**src/rtl/pc_seq.sv**
```systemverilog
// Program-counter sequencer: increment, absolute jump, relative branch and an optional return stack.
// The return stack (CALL/RET, o_Depth, o_Ovf, o_Unf) is built only when PC_SEQ_RET_STACK_EN is defined.
module pc_seq #(
    parameter int PC_W  = 13,
    parameter int BR_W  = 6,
    parameter int DEPTH = 4
) (
    input  logic                       clk,
    input  logic                       reset,
    input  logic                       i_PC,
    input  logic [2:0]                 i_PCop,
    input  logic [BR_W-1:0]            i_Target,
    output logic [PC_W-1:0]            o_PCcurr,
    output logic [$clog2(DEPTH+1)-1:0] o_Depth,
    output logic                       o_Ovf,
    output logic                       o_Unf
);

    typedef enum logic [2:0] {
        OP_INC  = 3'b000,
        OP_JMP  = 3'b001,
        OP_BRR  = 3'b010,
        OP_CALL = 3'b011,
        OP_RET  = 3'b100
    } pc_op_e;

    pc_op_e op;
    assign op = pc_op_e'(i_PCop);

    logic [PC_W-1:0] pc_q;
    logic [PC_W-1:0] pc_d;
    logic [PC_W-1:0] pc_inc;
    logic [PC_W-1:0] tgt_zx;
    logic [PC_W-1:0] tgt_sx;

    assign pc_inc = pc_q + PC_W'(1);
    assign tgt_zx = PC_W'(i_Target);
    assign tgt_sx = PC_W'($signed(i_Target));

`ifdef PC_SEQ_RET_STACK_EN
    localparam int DW = $clog2(DEPTH + 1);
    localparam int IW = (DEPTH > 1) ? $clog2(DEPTH) : 1;
    localparam logic [DW-1:0] FULL = DW'(DEPTH);

    logic [DW-1:0]   depth_q;
    logic [DW-1:0]   depth_d;
    logic            ovf_q;
    logic            ovf_d;
    logic            unf_q;
    logic            unf_d;
    logic            push_en;
    logic [IW-1:0]   push_idx;
    logic [IW-1:0]   top_idx;
    logic [PC_W-1:0] stk_q [DEPTH];

    // Entry n holds the (n+1)-th pushed return address; depth_q points at the next free slot.
    assign push_idx = IW'(depth_q);
    assign top_idx  = IW'(depth_q - DW'(1));

    always_comb begin
        pc_d    = pc_q;
        depth_d = depth_q;
        ovf_d   = 1'b0;
        unf_d   = 1'b0;
        push_en = 1'b0;
        if (i_PC) begin
            case (op)
                OP_INC: pc_d = pc_inc;
                OP_JMP: pc_d = tgt_zx;
                OP_BRR: pc_d = pc_q + tgt_sx;
                OP_CALL: begin
                    if (depth_q == FULL) begin
                        ovf_d = 1'b1;
                    end else begin
                        push_en = 1'b1;
                        pc_d    = tgt_zx;
                        depth_d = depth_q + DW'(1);
                    end
                end
                OP_RET: begin
                    if (depth_q == '0) begin
                        unf_d = 1'b1;
                    end else begin
                        pc_d    = stk_q[top_idx];
                        depth_d = depth_q - DW'(1);
                    end
                end
                default: ;
            endcase
        end
    end

    always_ff @(posedge clk or negedge reset) begin
        if (!reset) begin
            pc_q    <= '0;
            depth_q <= '0;
            ovf_q   <= 1'b0;
            unf_q   <= 1'b0;
        end else begin
            pc_q    <= pc_d;
            depth_q <= depth_d;
            ovf_q   <= ovf_d;
            unf_q   <= unf_d;
        end
    end

    // Storage is never read above depth_q, so it carries no reset.
    always_ff @(posedge clk) begin
        if (push_en) begin
            stk_q[push_idx] <= pc_inc;
        end
    end

    assign o_Depth = depth_q;
    assign o_Ovf   = ovf_q;
    assign o_Unf   = unf_q;
`else
    always_comb begin
        pc_d = pc_q;
        if (i_PC) begin
            case (op)
                OP_INC:  pc_d = pc_inc;
                OP_JMP:  pc_d = tgt_zx;
                OP_BRR:  pc_d = pc_q + tgt_sx;
                OP_CALL: pc_d = tgt_zx;
                default: ;
            endcase
        end
    end

    always_ff @(posedge clk or negedge reset) begin
        if (!reset) begin
            pc_q <= '0;
        end else begin
            pc_q <= pc_d;
        end
    end

    assign o_Depth = '0;
    assign o_Ovf   = 1'b0;
    assign o_Unf   = 1'b0;
`endif

    assign o_PCcurr = pc_q;

endmodule

```
**config.mk**
```make
export PLATFORM = sky130hd
export DESIGN_NAME = pc_seq
export DESIGN_NICKNAME = d
export VERILOG_FILES = /design/src/rtl/pc_seq.sv
export SDC_FILE = /design/constraint.sdc
export NUM_CORES = 1
export LEC_CHECK = 0
export CORE_ASPECT_RATIO = 0.6
export CORE_MARGIN = 8
export CORE_UTILIZATION = 45
export DETAILED_ROUTE_END_ITERATION = 8
export PLACE_DENSITY = 0.72
export SLEW_MARGIN = 10
export SYNTH_ARGS = -nofsm -noshare
export SYNTH_HDL_FRONTEND = slang
export SYNTH_SLANG_ARGS = --single-unit
```
**constraint.sdc**
```tcl
create_clock -name clk -period 5.4 [get_ports clk]
set_input_delay 1.35 -clock clk [delete_from_list [all_inputs] [get_ports clk]]
set_output_delay 1.35 -clock clk [all_outputs]
set_load 0.02 [all_outputs]
```
After elaboration in Yosys (flattened, before gate mapping). Index checks and enable logic that the tools add are counted.

Output and inout bits: 18. Input bits: 12. Bits in latches: 0. Logic and storage cells: 11. Flip-flop bits (word level): 13. Memories: 0. ROM bits: 0. Memory bits (writable): 0.

Div/mod/pow operators: 0. $mul: 0. Eq/ne operators: 3. Reductions and logical operators: 4. Magnitude comparators: 0. Mux-type cells: 1. Bitwise logic cells: 0. Shifts and indexed selects: 0. Add/sub/neg operators: 2.

Operator list (count): $pmux 13 s3 (1); $add 13x1->13 const B (1); $add 13x13->13 (1); $eq 3x2->1 const B (2); $eq 3x1->1 const B (1); $logic_not 3->1 (1); $reduce_bool 3->1 (1); $reduce_and 2->1 (1); $reduce_or 2->1 (1).

Depth between registers and ports, before layout.
Depth in word-level cells: 4. Gate-level depth with buffers: 11. Gate-level depth less buffers: 10.

Worst setup path before layout. No wires, ideal clock.

Path type: input to register. Start point: input port i_PCop[0]. End point: register pc_q[12], in the netlist o_PCcurr[12]. Arrival time: 3642 ps. Required time: 5274 ps. Stages on the path: 11. Library setup time: 126 ps. Path buffers: 1. Setup slack: 1631 ps. Cell sequence: buf_2 > nor3b_1 > nand2b_1 > ha_1 > fa_1 > a211oi_2 > o21a_4 > o31ai_2 > a32oi_1 > nor4_1 > a311o_1.

Cells in the longest elaborated chain, start to end: 4. Elaborated cells on any way between the ends: 8. Those cells by class: eq/ne: 3; mux: 1; reduce/logical: 4.

Ends and longest elaborated chain: start, declared (line 11) `input logic [2:0] i_PCop,`; $eq 3x2->1 or $eq 3x1->1 (tied branches) (line 121) `case (op)`; $reduce_or 2->1 (no line); $reduce_bool 3->1 (no line); $reduce_and 2->1 (no line); end signal, assigned (line 135) `pc_q <= pc_d;`; end, declared (line 30) `logic [PC_W-1:0] pc_q;`.

Several ways; a longest one is shown, not always the timed one. A chain may end at the register's enable or synchronous reset.

Worst setup path in the final report. Same ends and word-level chain as after synthesis.

==> results.sh <==
export IMPL_status="finished clean"
export IMPL_worstSetupStartpoint="i_PCop[0]"
export IMPL_internal_power_w=0.000235
export IMPL_yosys_most_used_dff="sky130_fd_sc_hd__dfrtp_1"
export IMPL_number_of_port_buffers=24
export IMPL_grt_most_used_layer="met2"
export IMPL_critical_path_reg2reg_endpoint="o_PCcurr[12]$_DFFE_PN0P_"
export IMPL_overall_overflow_remaining_after_global_route=0
export IMPL_groute_layer_met3_usage_pct=5.00
export IMPL_drive_gt1_share_pct=5.52
export IMPL_synth_enable_flop_cells=0
export IMPL_p_comb_share_pct=40.2
export IMPL_yosysWarnings=0
export IMPL_cp_data_required_time_ns=5.53
export IMPL_wire_per_inst_microns=16.1
export IMPL_antenna_found_initial=0
export IMPL_setup_repair_after_global_routing_missed_its_margin="no"
export IMPL_power_switching_fraction_pct=38.5
export IMPL_power_share_clock_pct=24.3
export IMPL_tns_ns=0
export IMPL_post_route_util_pct=57.7
export IMPL_layout_cells_most_common_list="sky130_fd_sc_hd__clkdlybuf4s50_1 (24), sky130_fd_sc_hd__o21ai_0 (15), sky130_fd_sc_hd__dfrtp_1 (13)"
export IMPL_clk_insertion_delay_late_ns=0.25
export IMPL_maxClockFrequency_ghz=0.228
export IMPL_grt_met1_usage_pct=19.0
export IMPL_timing_slew_headroom_pct=48.8
export IMPL_slew_at_the_pin_with_the_worst_max_slew_slack_ns=0.768
export IMPL_place_hpwl_microns=2330
export IMPL_cts_tree="built"
export IMPL_timing_worst_setup_path_type="input pin to flop"
export IMPL_timing_rr_start="o_PCcurr[0]$_DFFE_PN0P_"
export IMPL_floorplan_core_area_sq_um=2470
export IMPL_layout_min_cycle_time_ns=4.38
export IMPL_timing_reg2reg_worst_path_depth=8
export IMPL_clock_sink_count=13
export IMPL_maxCapViolations=0
export IMPL_cp_data_arrival_time_ns=4.52
export IMPL_synth_sequential_area_ratio_pct=28.4
export IMPL_sequentialPowerShare_pct=35.5
export IMPL_grt_max_degree=22
export IMPL_grt_util_all_layers_pct=14.9
export IMPL_dpl_instance_area_sq_um=1380
export IMPL_yosys_register_bits=13
export IMPL_area_growth_syn_to_layout_pct=24.3
export IMPL_final_area_sq_um=1430
export IMPL_wire_length_of_the_first_global_routing_pass_microns=5130
export IMPL_report_final_slew_viol_count=0
export IMPL_async_reset_ff_share_pct=100
export IMPL_total_i_o_pin_count=30
export IMPL_gp_routability_congestion=0.856
export IMPL_portion_of_synthesized_cell_area_occupied_by_the_leading_cell_type_pct=28.4
export IMPL_share_of_the_cycle_needed_by_the_critical_path_after_routing_pct=81.2
export IMPL_dieHeight_microns=55.1
export IMPL_ys_types=46
export IMPL_syn_instance_count=142
export IMPL_h_tree_depth=1
export IMPL_dieArea_sq_um=4470
export IMPL_finalHoldViolCount=0
export IMPL_worstSetupEndpointType="flop"
export IMPL_min_delay_path_class="flop to flop"
export IMPL_clock_tree_root="sky130_fd_sc_hd__clkbuf_8"
export IMPL_cts_inserted_buffers=3
export IMPL_final_layout_net_count=183
export IMPL_synthesis_area_per_instance_sq_um=8.07
export IMPL_vias_per_cell=5.72
export IMPL_cp_endpoint="o_PCcurr[12]$_DFFE_PN0P_"
export IMPL_rows=14
export IMPL_final_cells=195
export IMPL_synthesis_area_sq_um=1150
export IMPL_clk_path_buf_depth=2
export IMPL_grt_pass1_vias=1101
export IMPL_detail_route_drc_violations=0
export IMPL_total_switching_power_w=0.000147
export IMPL_final_common_cell="sky130_fd_sc_hd__clkdlybuf4s50_1"
export IMPL_clock_slew_seen_by_the_registers_of_the_worst_setup_and_hold_paths_ns=0.06
export IMPL_detail_route_antenna_nets=0
export IMPL_post_cts_resized=0
export IMPL_use_met2_pct=24.0
export IMPL_leakage_nw=0.571
export IMPL_finalClockSkew_ns=0.00327
export IMPL_critical_path_peak_fanout=21
export IMPL_number_of_buffers_inserted_by_hold_repair_at_cts=0
export IMPL_dp_cells=191
export IMPL_critical_path_startpoint_type="input pin"
export IMPL_ir_worst_vdd_uv=119
export IMPL_post_cts_setup_buffers=0
export IMPL_floorplan_initialDensity_pct=46.4
export IMPL_die_w_microns=81.2
export IMPL_detail_route_wirelength_microns=3130
export IMPL_netlist_top_cell_by_area="sky130_fd_sc_hd__dfrtp_1"
export IMPL_number_of_search_and_repair_iterations_in_the_first_detailed_routing_pass=4
export IMPL_reg2reg_setup_slack_ns=2.95
export IMPL_p_per_area_nw_per_um2=268
export IMPL_setup_violations=0
export IMPL_antenna_diodes=0
export IMPL_yosys_top_cells_area="sky130_fd_sc_hd__dfrtp_1 (28%), sky130_fd_sc_hd__ha_1 (6.6%), sky130_fd_sc_hd__o21ai_0 (6.6%), sky130_fd_sc_hd__nor3_1 (3.9%), sky130_fd_sc_hd__nand2_1 (3.9%)"
export IMPL_largest_register_ffs=13
export IMPL_drt_initial_drc_count=75
export IMPL_routed_via_count=1116
cell families (layout without fill, tap and decap cells):
family	Yosys count	after routing	synth area share [%]
and+or+nand+nor	48	48	20.6
DFF	13	13	28.4
buffers and inverters	19	36	8.30
muxes	3	3	2.62
xor gates and xnor gates	3	3	2.29
other	1	5	0.327
adders and majority gates	7	7	8.30
AOI/OAI and AO/OA	48	48	29.1
worst max-delay path, stage by stage:
cell and delay [ns]:
sky130_fd_sc_hd__clkdlybuf4s50_1 0.40, sky130_fd_sc_hd__buf_4 0.21, sky130_fd_sc_hd__nor3b_1 0.51, sky130_fd_sc_hd__nand2b_1 0.13, sky130_fd_sc_hd__ha_1 0.24, sky130_fd_sc_hd__fa_1 0.44, sky130_fd_sc_hd__a211oi_2 0.31, sky130_fd_sc_hd__o21a_4 0.22
sky130_fd_sc_hd__o31ai_2 0.06, sky130_fd_sc_hd__a32oi_1 0.23, sky130_fd_sc_hd__nor4_1 0.07, sky130_fd_sc_hd__a311o_1 0.33
layout make-up:
class	count	area, sq um
fill	224	1040
multi-input combinational	114	741
sequential	13	325
timing repair buffer	25	248
clock buffer	4	45.0
tap	32	40.0
inverter	7	26.3
layer usage:
metal | vias up | wire [microns]
li1 | 556 | -
met1 | 520 | 1500
met2 | 36 | 1400
met3 | 4 | 214
met4 | 0 | 17
met5 | - | 0
cells in the mapped netlist, types with 2 or more instances:
master,instances
sky130_fd_sc_hd__a21oi_1,7
sky130_fd_sc_hd__o21ai_0,15
sky130_fd_sc_hd__buf_4,5
sky130_fd_sc_hd__dfrtp_1,13
sky130_fd_sc_hd__a31oi_1,2
sky130_fd_sc_hd__o22ai_1,2
sky130_fd_sc_hd__nand3_1,3
sky130_fd_sc_hd__xnor2_1,2
sky130_fd_sc_hd__o31ai_1,3
sky130_fd_sc_hd__nor3_1,9
sky130_fd_sc_hd__nand2b_1,2
sky130_fd_sc_hd__inv_1,7
sky130_fd_sc_hd__a211oi_1,2
sky130_fd_sc_hd__nor2_1,11
sky130_fd_sc_hd__o211ai_1,2
sky130_fd_sc_hd__mux2i_1,3
sky130_fd_sc_hd__ha_1,6
sky130_fd_sc_hd__clkbuf_1,2
sky130_fd_sc_hd__buf_2,3
sky130_fd_sc_hd__nand2_1,12
sky130_fd_sc_hd__a22o_1,2
sky130_fd_sc_hd__and2_1,5
metrics by stage:
stage                     hold slack, ns  worst slack, ns  power, W
after global placement             0.498            0.950  0.000286
final                              0.524             1.02  0.000381
after CTS                          0.526             1.04  0.000383
after floorplan                    0.611             1.63  0.000233
after global routing               0.570            0.734  0.000407
after detailed placement           0.512            0.781  0.000289
worst min path at each step:
stage / cells after the start / startpoint / to / slack, ns
final: 2 / o_PCcurr[2]$_DFFE_PN0P_ / o_PCcurr[2]$_DFFE_PN0P_ / 0.52
after global routing: 2 / o_PCcurr[2]$_DFFE_PN0P_ / o_PCcurr[2]$_DFFE_PN0P_ / 0.57
after CTS: 2 / o_PCcurr[2]$_DFFE_PN0P_ / o_PCcurr[2]$_DFFE_PN0P_ / 0.53
after detailed placement: 2 / o_PCcurr[2]$_DFFE_PN0P_ / o_PCcurr[2]$_DFFE_PN0P_ / 0.51
after global placement: 2 / o_PCcurr[2]$_DFFE_PN0P_ / o_PCcurr[2]$_DFFE_PN0P_ / 0.50
after floorplan: 2 / o_PCcurr[0]$_DFFE_PN0P_ / o_PCcurr[0]$_DFFE_PN0P_ / 0.61
power groups by stage:
stage	clock [W]	combinational, W	sequential (W)
after CTS	0.0000947	0.000154	0.000135
after floorplan	0	0.0000884	0.000145
after global placement	0	0.000150	0.000135
after global routing	0.000101	0.000169	0.000138
final	0.0000927	0.000153	0.000135
after detailed placement	0	0.000153	0.000136
Note: power is estimated with default switching activity, not from simulation.
